`src/rtl/rtype_exec_sequencer_if.sv`:
```
// Bus bundle between the R-type sequencer and its environment:
// the instruction valid/ready handshake, the register-bank controls,
// and the ALU steering/result path.
//   slave  : the sequencer side (takes instructions, drives bank/ALU controls)
//   master : the environment side (supplies instructions, bank and ALU)
// Signals:
//   ins_valid/ins/ins_ready       instruction handshake
//   rf_re/rf_we                   register-bank read/write enables
//   rs1_addr/rs2_addr/rd_addr     register indices
//   alu_fun/alu_s_i               ALU function and SUB/SRA select
//   alu_result                    combinational ALU output
//   rd_data                       registered write-back data
//   busy/retire/illegal           status
//   retired_count                 saturating retired-instruction count
interface rtype_exec_sequencer_if #(
    parameter int XLEN  = 32,
    parameter int CNT_W = 16
);
    logic             ins_valid;
    logic [31:0]      ins;
    logic             ins_ready;
    logic             rf_re;
    logic             rf_we;
    logic [4:0]       rs1_addr;
    logic [4:0]       rs2_addr;
    logic [4:0]       rd_addr;
    logic [2:0]       alu_fun;
    logic             alu_s_i;
    logic [XLEN-1:0]  alu_result;
    logic [XLEN-1:0]  rd_data;
    logic             busy;
    logic             retire;
    logic             illegal;
    logic [CNT_W-1:0] retired_count;

    modport slave (
        input  ins_valid, ins, alu_result,
        output ins_ready, rf_re, rf_we, rs1_addr, rs2_addr, rd_addr,
               alu_fun, alu_s_i, rd_data, busy, retire, illegal, retired_count
    );

    modport master (
        output ins_valid, ins, alu_result,
        input  ins_ready, rf_re, rf_we, rs1_addr, rs2_addr, rd_addr,
               alu_fun, alu_s_i, rd_data, busy, retire, illegal, retired_count
    );
endinterface

```
`src/rtl/rtype_exec_sequencer.sv`:
```
// Multi-cycle sequencer for the RV32 R-type datapath (decoder, 32x32
// register bank, ALU). One instruction is accepted per handshake, checked
// for R-type legality, then walked through READ -> EXEC -> WB; illegal
// words take a two-cycle ERR detour that only pulses `illegal`.
// Ports:
//   clk  : clock, all state updates on posedge
//   rst  : synchronous active-high reset
//   bus  : rtype_exec_sequencer_if.slave (handshake, bank, ALU, status)
module rtype_exec_sequencer #(
    parameter int XLEN  = 32,
    parameter int CNT_W = 16
) (
    input  logic                   clk,
    input  logic                   rst,
    rtype_exec_sequencer_if.slave  bus
);

    typedef enum logic [2:0] {
        S_IDLE,
        S_READ,
        S_EXEC,
        S_WB,
        S_ERR
    } state_t;

    state_t           state_q, state_d;
    logic [4:0]       rs1_q, rs1_d;
    logic [4:0]       rs2_q, rs2_d;
    logic [4:0]       rd_q, rd_d;
    logic [2:0]       fun_q, fun_d;
    logic             s_q, s_d;
    logic [XLEN-1:0]  rd_data_q, rd_data_d;
    logic [CNT_W-1:0] cnt_q, cnt_d;

    // Base R-type: funct7 must be zero, except bit 30 which selects SUB/SRA
    // and is only meaningful for funct3 000 and 101.
    function automatic logic is_legal_rtype(input logic [31:0] w);
        logic op_ok, f7_zero, f7_alt;
        op_ok   = (w[6:0] == 7'b0110011);
        f7_zero = (w[31:25] == 7'b0000000);
        f7_alt  = (w[31:25] == 7'b0100000) &&
                  ((w[14:12] == 3'b000) || (w[14:12] == 3'b101));
        return op_ok && (f7_zero || f7_alt);
    endfunction

    // Counter holds at all-ones instead of wrapping.
    function automatic logic [CNT_W-1:0] sat_inc(input logic [CNT_W-1:0] v);
        return (&v) ? v : v + CNT_W'(1);
    endfunction

    always_comb begin
        state_d   = state_q;
        rs1_d     = rs1_q;
        rs2_d     = rs2_q;
        rd_d      = rd_q;
        fun_d     = fun_q;
        s_d       = s_q;
        rd_data_d = rd_data_q;
        cnt_d     = cnt_q;
        case (state_q)
            S_IDLE: begin
                if (bus.ins_valid) begin
                    // Fields are latched even for illegal words; harmless,
                    // and keeps addresses stable until the next IDLE.
                    rs1_d   = bus.ins[19:15];
                    rs2_d   = bus.ins[24:20];
                    rd_d    = bus.ins[11:7];
                    fun_d   = bus.ins[14:12];
                    s_d     = bus.ins[30];
                    state_d = is_legal_rtype(bus.ins) ? S_READ : S_ERR;
                end
            end
            S_READ: state_d = S_EXEC;
            S_EXEC: begin
                // Bank data arrived this cycle; ALU output has settled.
                rd_data_d = bus.alu_result;
                state_d   = S_WB;
            end
            S_WB: begin
                cnt_d   = sat_inc(cnt_q);
                state_d = S_IDLE;
            end
            S_ERR:   state_d = S_IDLE;
            default: state_d = S_IDLE;
        endcase
    end

    always_ff @(posedge clk) begin
        if (rst) begin
            state_q   <= S_IDLE;
            rs1_q     <= '0;
            rs2_q     <= '0;
            rd_q      <= '0;
            fun_q     <= '0;
            s_q       <= 1'b0;
            rd_data_q <= '0;
            cnt_q     <= '0;
        end else begin
            state_q   <= state_d;
            rs1_q     <= rs1_d;
            rs2_q     <= rs2_d;
            rd_q      <= rd_d;
            fun_q     <= fun_d;
            s_q       <= s_d;
            rd_data_q <= rd_data_d;
            cnt_q     <= cnt_d;
        end
    end

    // Strobes are gated by rst so a reset landing mid-instruction can never
    // produce a bank write or a stray status pulse in that cycle.
    always_comb begin
        bus.ins_ready     = !rst && (state_q == S_IDLE);
        bus.rf_re         = !rst && (state_q == S_READ);
        bus.rf_we         = !rst && (state_q == S_WB) && (rd_q != 5'd0);
        bus.retire        = !rst && (state_q == S_WB);
        bus.illegal       = !rst && (state_q == S_ERR);
        bus.busy          = !rst && (state_q != S_IDLE);
        bus.rs1_addr      = rs1_q;
        bus.rs2_addr      = rs2_q;
        bus.rd_addr       = rd_q;
        bus.alu_fun       = fun_q;
        bus.alu_s_i       = s_q;
        bus.rd_data       = rd_data_q;
        bus.retired_count = cnt_q;
    end

endmodule

```
`src/flat_wrapper.sv`:
```
// flat-port wrapper written by rule: the top's interface ports become plain ports
module rtype_exec_sequencer_flat 
#(
    parameter int XLEN  = 32,
    parameter int CNT_W = 16
)
  (clk, rst, bus_ins_valid, bus_ins, bus_alu_result, bus_ins_ready, bus_rf_re, bus_rf_we, bus_rs1_addr, bus_rs2_addr, bus_rd_addr, bus_alu_fun, bus_alu_s_i, bus_rd_data, bus_busy, bus_retire, bus_illegal, bus_retired_count);
  rtype_exec_sequencer_if #(.XLEN(XLEN), .CNT_W(CNT_W)) bus_i ();
  input  logic clk;
  input  logic rst;
  input wire logic [$bits(bus_i.ins_valid)-1:0] bus_ins_valid;
  input wire logic [$bits(bus_i.ins)-1:0] bus_ins;
  input wire logic [$bits(bus_i.alu_result)-1:0] bus_alu_result;
  output wire logic [$bits(bus_i.ins_ready)-1:0] bus_ins_ready;
  output wire logic [$bits(bus_i.rf_re)-1:0] bus_rf_re;
  output wire logic [$bits(bus_i.rf_we)-1:0] bus_rf_we;
  output wire logic [$bits(bus_i.rs1_addr)-1:0] bus_rs1_addr;
  output wire logic [$bits(bus_i.rs2_addr)-1:0] bus_rs2_addr;
  output wire logic [$bits(bus_i.rd_addr)-1:0] bus_rd_addr;
  output wire logic [$bits(bus_i.alu_fun)-1:0] bus_alu_fun;
  output wire logic [$bits(bus_i.alu_s_i)-1:0] bus_alu_s_i;
  output wire logic [$bits(bus_i.rd_data)-1:0] bus_rd_data;
  output wire logic [$bits(bus_i.busy)-1:0] bus_busy;
  output wire logic [$bits(bus_i.retire)-1:0] bus_retire;
  output wire logic [$bits(bus_i.illegal)-1:0] bus_illegal;
  output wire logic [$bits(bus_i.retired_count)-1:0] bus_retired_count;
  assign bus_i.ins_valid = bus_ins_valid;
  assign bus_i.ins = bus_ins;
  assign bus_i.alu_result = bus_alu_result;
  assign bus_ins_ready = bus_i.ins_ready;
  assign bus_rf_re = bus_i.rf_re;
  assign bus_rf_we = bus_i.rf_we;
  assign bus_rs1_addr = bus_i.rs1_addr;
  assign bus_rs2_addr = bus_i.rs2_addr;
  assign bus_rd_addr = bus_i.rd_addr;
  assign bus_alu_fun = bus_i.alu_fun;
  assign bus_alu_s_i = bus_i.alu_s_i;
  assign bus_rd_data = bus_i.rd_data;
  assign bus_busy = bus_i.busy;
  assign bus_retire = bus_i.retire;
  assign bus_illegal = bus_i.illegal;
  assign bus_retired_count = bus_i.retired_count;
  rtype_exec_sequencer #(.XLEN(XLEN), .CNT_W(CNT_W)) u_core (.clk(clk), .rst(rst), .bus(bus_i));
endmodule
```
`config.mk`:
```
export PLATFORM = sky130hd
export DESIGN_NAME = rtype_exec_sequencer_flat
export DESIGN_NICKNAME = d
export VERILOG_FILES = /design/src/rtl/rtype_exec_sequencer_if.sv /design/src/rtl/rtype_exec_sequencer.sv /design/src/flat_wrapper.sv
export SDC_FILE = /design/constraint.sdc
export NUM_CORES = 1
export LEC_CHECK = 0
export ABC_AREA = 1
export CAP_MARGIN = 20
export CORE_MARGIN = 2
export CORE_UTILIZATION = 41
export DETAILED_ROUTE_END_ITERATION = 16
export PLACE_DENSITY = 0.89
export SYNTH_ARGS = -nofsm -noshare
export SYNTH_HDL_FRONTEND = slang
export SYNTH_SLANG_ARGS = --single-unit
export TNS_END_PERCENT = 50
```
`constraint.sdc`:
```
create_clock -name clk -period 1.9 [get_ports clk]
set_input_delay 0.38 -clock clk [delete_from_list [all_inputs] [get_ports clk]]
set_output_delay 0.38 -clock clk [all_outputs]
set_load 0.005 [all_outputs]
```
[After elaboration in Yosys (flattened, before gate mapping)]
Cells that the tools add are included.
Word-level totals
  register bits after elaboration: 70
  input bits: 67
  output and inout bits: 73
  logic and storage cells: 40
Cells by class
  add/subtract/negate cells: 1
  equality and inequality tests: 8
  muxes and demuxes: 3
  bitwise operators: 1
  reduce and logical (&&, ||, !) cells: 19
Operators with widths (number)
  $add A16 B1 Y16 const B: 1
  $reduce_and A16 Y1: 1
  $eq A7 B6 Y1 const B: 2
  $pmux W3 S3: 1
  $logic_and A1 B1 Y1: 8
  $logic_not A7 Y1: 1
  $eq A3 B2 Y1 const B: 2
  $eq A3 B3 Y1 const B: 2
  $logic_not A3 Y1: 2
  $mux W3: 2
  $reduce_bool A5 Y1: 1
  $reduce_and A2 Y1: 2
  $eq A3 B1 Y1 const B: 1
  $reduce_bool A3 Y1: 1
  $logic_or A1 B1 Y1: 2
  $ne A2 B2 Y1 const B: 1
  $logic_not A1 Y1: 1
  $not A1 Y1: 1

[Logic depth before layout (Yosys ltp)]
  depth after elaboration: 8
  gate-level depth with buffers: 10
  gate-level depth less buffers: 10

[Worst setup path after synthesis]
OpenSTA, ideal clock, no wires.
  kind: reg2reg
  start: register u_core.cnt_q[0], in the netlist u_core.bus.retired_count[0]
  end: register u_core.cnt_q[11], in the netlist u_core.bus.retired_count[11]
  library setup time: 132 ps
  arrival: 1372 ps
  required time: 1768 ps
  slack: 396 ps
  cell stages (with the launch flop): 10
  path buffers: 1
  period minus slack after synthesis: 1504 ps
  cells stage by stage: dfxtp_1 ha_1 inv_1 nor2_1 nand3_2 nand2_1 nand2_2 buf_4 nand2_1 a21oi_1
On the way
  word-level cells in the longest chain between the ends: 3
  elaborated cells between the ends (all ways): 4
  classes of those cells: add/sub: 1; bitwise: 1; reduce/logical: 2
RTL lines
  from (decl): RTL line rtype_exec_sequencer.sv:33  | logic [CNT_W-1:0] cnt_q, cnt_d;
  from (signal assigned): RTL line rtype_exec_sequencer.sv:106  | cnt_q <= cnt_d;
  parallel branches: the longest is 3 deep, another holds $add A16 B1 Y16
Several ways; the timed one is not identified.
A chain may end at the register's enable or synchronous reset.

[Worst setup path after layout]
  start: register u_core.state_q[0]
  end: output bus_ins_ready
On the way
  word-level cells in the longest chain between the ends: 2
RTL lines
  from (decl): RTL line rtype_exec_sequencer.sv:26  | state_t state_q, state_d;
  from (signal assigned): RTL line rtype_exec_sequencer.sv:99  | state_q <= state_d;
  $logic_not A3 Y1: RTL line rtype_exec_sequencer.sv:113  | bus.ins_ready = !rst && (state_q == S_IDLE);
  $logic_and A1 B1 Y1: RTL line rtype_exec_sequencer.sv:113
  to (decl): RTL line flat_wrapper.sv:14  | output wire logic [$bits(bus_i.ins_ready)-1:0] bus_ins_ready;
No other way between the ends.

==> results <==
[cell usage after synthesis, drive strengths merged (2+ instances only)]
master / instances / area [um2]
a21oi: 34 / 170
buf: 7 / 46.3
clkbuf: 12 / 45.0
dfxtp: 70 / 1400
inv: 22 / 82.6
nand2: 102 / 385
nand3: 8 / 45.0
nand4: 3 / 18.8
nor2: 96 / 370
nor3: 3 / 15.0
nor4: 3 / 18.8
o21ai: 41 / 209
xnor2: 4 / 35.0
xor2: 2 / 17.5
[worst min path at each step]
stage / slack, ps / end
detailed placement: 460 / u_core.bus.rs1_addr[0]$_SDFFE_PP0P_
floorplan: 460 / u_core.bus.rd_addr[0]$_SDFFE_PP0P_
CTS: 470 / u_core.bus.rs1_addr[0]$_SDFFE_PP0P_
global placement: 450 / u_core.bus.rs2_addr[2]$_SDFFE_PP0P_
global route: 500 / u_core.bus.rs2_addr[3]$_SDFFE_PP0P_
finish: 470 / u_core.bus.rs1_addr[0]$_SDFFE_PP0P_
[power breakdown]
group	internal [mW]	leakage (nW)	switching (mW)
registers	1.49	0.569	0.0184
logic	0.201	1.05	0.113
clock network	0.905	0.126	0.569
[timing repair]
action | CTS | global route
hold endpoints to repair | 0 | 0
resized for setup | 9 | 9
pin swaps | 0 | 1
hold buffers | 0 | 0
setup endpoints to repair | 6 | 4
[placed cells by master, fill, tap and decap left out, types with 2 or more instances in the layout]
cell / n
clkdlybuf4s50_1: 134
nor2_2: 2
xor2_1: 2
inv_1: 20
o21ai_0: 40
nor4_1: 3
inv_2: 2
nand2_2: 2
nor2_4: 2
dlygate4sd2_1: 3
nand3_2: 2
a21oi_1: 34
nand2_1: 100
nand4_1: 3
buf_4: 13
nand3_1: 6
nor3_1: 3
clkbuf_8: 10
dfxtp_4: 2
bufinv_16: 3
xnor2_1: 4
nor2_1: 92
clkinv_2: 2
dfxtp_1: 67
[area by class of cell]
class	count	share of cell area
Timing Repair Buffer	152	0.315
Sequential cell	70	0.300
Multi-Input combinational cell	301	0.289
Clock buffer	10	0.0293
Tap cell	96	0.0256
Clock inverter	6	0.0232
Inverter	22	0.0176
[worst max-delay path, cell delays in order (launching register included)]
cell and delay [ps]:
dfxtp_2 350, nor2_4 140, nand2_2 80, nor2_1 100
clkdlybuf4s50_1 500
[metrics by stage]
| stage | cell area, um2 | utilization | TNS, ps |
|---|---|---|---|
| floorplan | 2920 | - | 0 |
| global placement | 4430 | 0.649 | -1330 |
| detailed placement | 4430 | 0.649 | -1330 |
| CTS | 4680 | 0.686 | -119 |
| global route | 4700 | 0.688 | -57.9 |
| finish | 4700 | 0.688 | 0 |
[routing by layer]
layer / routed length [um] / share of wire / vias up / global-route usage
li1: - / - / 1602 / -
met1: 3410 / 0.40 / 1477 / 0.250
met2: 4120 / 0.48 / 134 / 0.387
met3: 652 / 0.077 / 32 / 0.0616
met4: 314 / 0.037 / 0 / 0.116
met5: 0 / 0 / - / 0
[kinds of logic (layout without fill, tap and decap cells)]
family / count (synthesis) / in the layout / synth area share
AOI/OAI and AO/OA: 78 / 78 / 0.142
xor gates and xnor gates: 6 / 6 / 0.0180
adders and majority gates: 1 / 1 / 0.00429
buffers and inverters: 41 / 190 / 0.0597
DFF: 70 / 70 / 0.481
and+or+nand+nor: 216 / 216 / 0.295
[sequential cells by signal, indices dropped and copies added, names as in the netlist]
register	cells
u_core.bus.alu_s_i	1
u_core.bus.rd_data	32
u_core.bus.rs2_addr	5
u_core.bus.alu_fun	3
u_core.bus.rs1_addr	5
u_core.state_q	3
u_core.bus.rd_addr	5
u_core.bus.retired_count	16
==> flow_summary.yaml <==
outcome:
  status: "finished clean"
synth:
  ys_ff_latch: 70
  synthFlopType: "dfxtp_1"
  syn_area_per_cell_um2: 7.08
  mappedNetlistNets: 480
  synth_area_mm2: 0.00292
  ys_warn_count: 0
  ys_types: 27
  synthesis.instances: 412
  synth_edf_count: 0
  synth_seq_area_share: 0.481
  async_reset_ff_frac: 0
placed_design:
  place_congestion: 0.826
  hpwl_um: 6280
  pre_cts_ws_ps: -240
  dp.cells: 641
  io_buffers: 139
cts:
  post_cts.repair.setup_buffers: 0
  path_clk_slew_ps: 80
  clock-root-buffer: "clkbuf_8"
  cts_made_buffers: 9
  clock_path_buffers: 2
  cts_tree: "yes"
  clock-sinks: 70
  clock_latency_ps: 340
  h-tree-depth: 3
critical_path:
  worstPathArrival_ps: 1500
  critPathRequiredTime_ps: 1520
  crit_fanout: 4
  end_kind: "output port"
  critPathKind: "reg2out"
  worstReg2RegStart: "u_core.bus.retired_count[1]$_SDFFE_PP0P_"
  worstRegToRegCells: 7
  r2r-end: "u_core.bus.retired_count[10]$_SDFFE_PP0P_"
  rrSetupSlack_ps: 290
  endpoint: "bus_ins_ready"
  startpoint: "u_core.state_q[0]$_SDFFE_PP0P_"
  start_kind: "flip-flop"
timing:
  worst_slew_pin_slew_ps: 380
  finalCritPeriodShare: 0.991
  slew_viol_final: 0
  final.setup_skew_ps: 10.2
  rsz0062_at_grt: "yes"
  worst_slack_ps: 17.3
  max_freq_mhz: 531
  setup_violations: 0
  hold_viol: 0
  period_minus_slack_ps: 1880
  holdWs_ps: 465
  relSlewSlack: 0.746
final_layout:
  fill_cells: 594
  multiInputGateArea_mm2: 0.00136
  regArea_mm2: 0.00141
  antennaDiodeCount: 0
  post_route_cells_drive_above_1_share: 0.0802
  num-nets-final: 624
  fin_cells: 657
  areaGrowthSynthToFinish_pct: 61.2
die:
  die_y_um: 88.3
  chipWidth_um: 88.3
  num_rows: 30
  fp.coreArea_mm2: 0.00683
  initial_core_util: 0.427
  die_area_mm2: 0.00780
  num_io_pins: 140
routing:
  drcViolationCount: 0
  routed_wl_um: 8500
  drtIter0Drc: 133
  antenna_left: 0
  firstDrtPassIters: 5
  viasPerCell: 4.94
  vias: 3245
  drt-wirelength-per-cell_um: 12.9
flow_run:
  maxCapViolations: 0
power:
  total_power_mw: 3.30
  vdd_drop_max_uv: 476
  powerDensity_mw_per_mm2: 702
  leakagePower_nw: 1.75
min_path:
  hold_start: "u_core.bus.rs1_addr[0]$_SDFFE_PP0P_"
  worst_hold_path_type: "reg2reg"
  whs_path_depth: 2
global_routing:
  grt_pass1_vias: 3080
  antenna_found_initial: 0
  grt_pass1_wl_um: 13600
  grt_usage: 0.223
  grt_max_degree: 33
  overflow: 0
No activity file was read; power rests on OpenSTA's default activity.
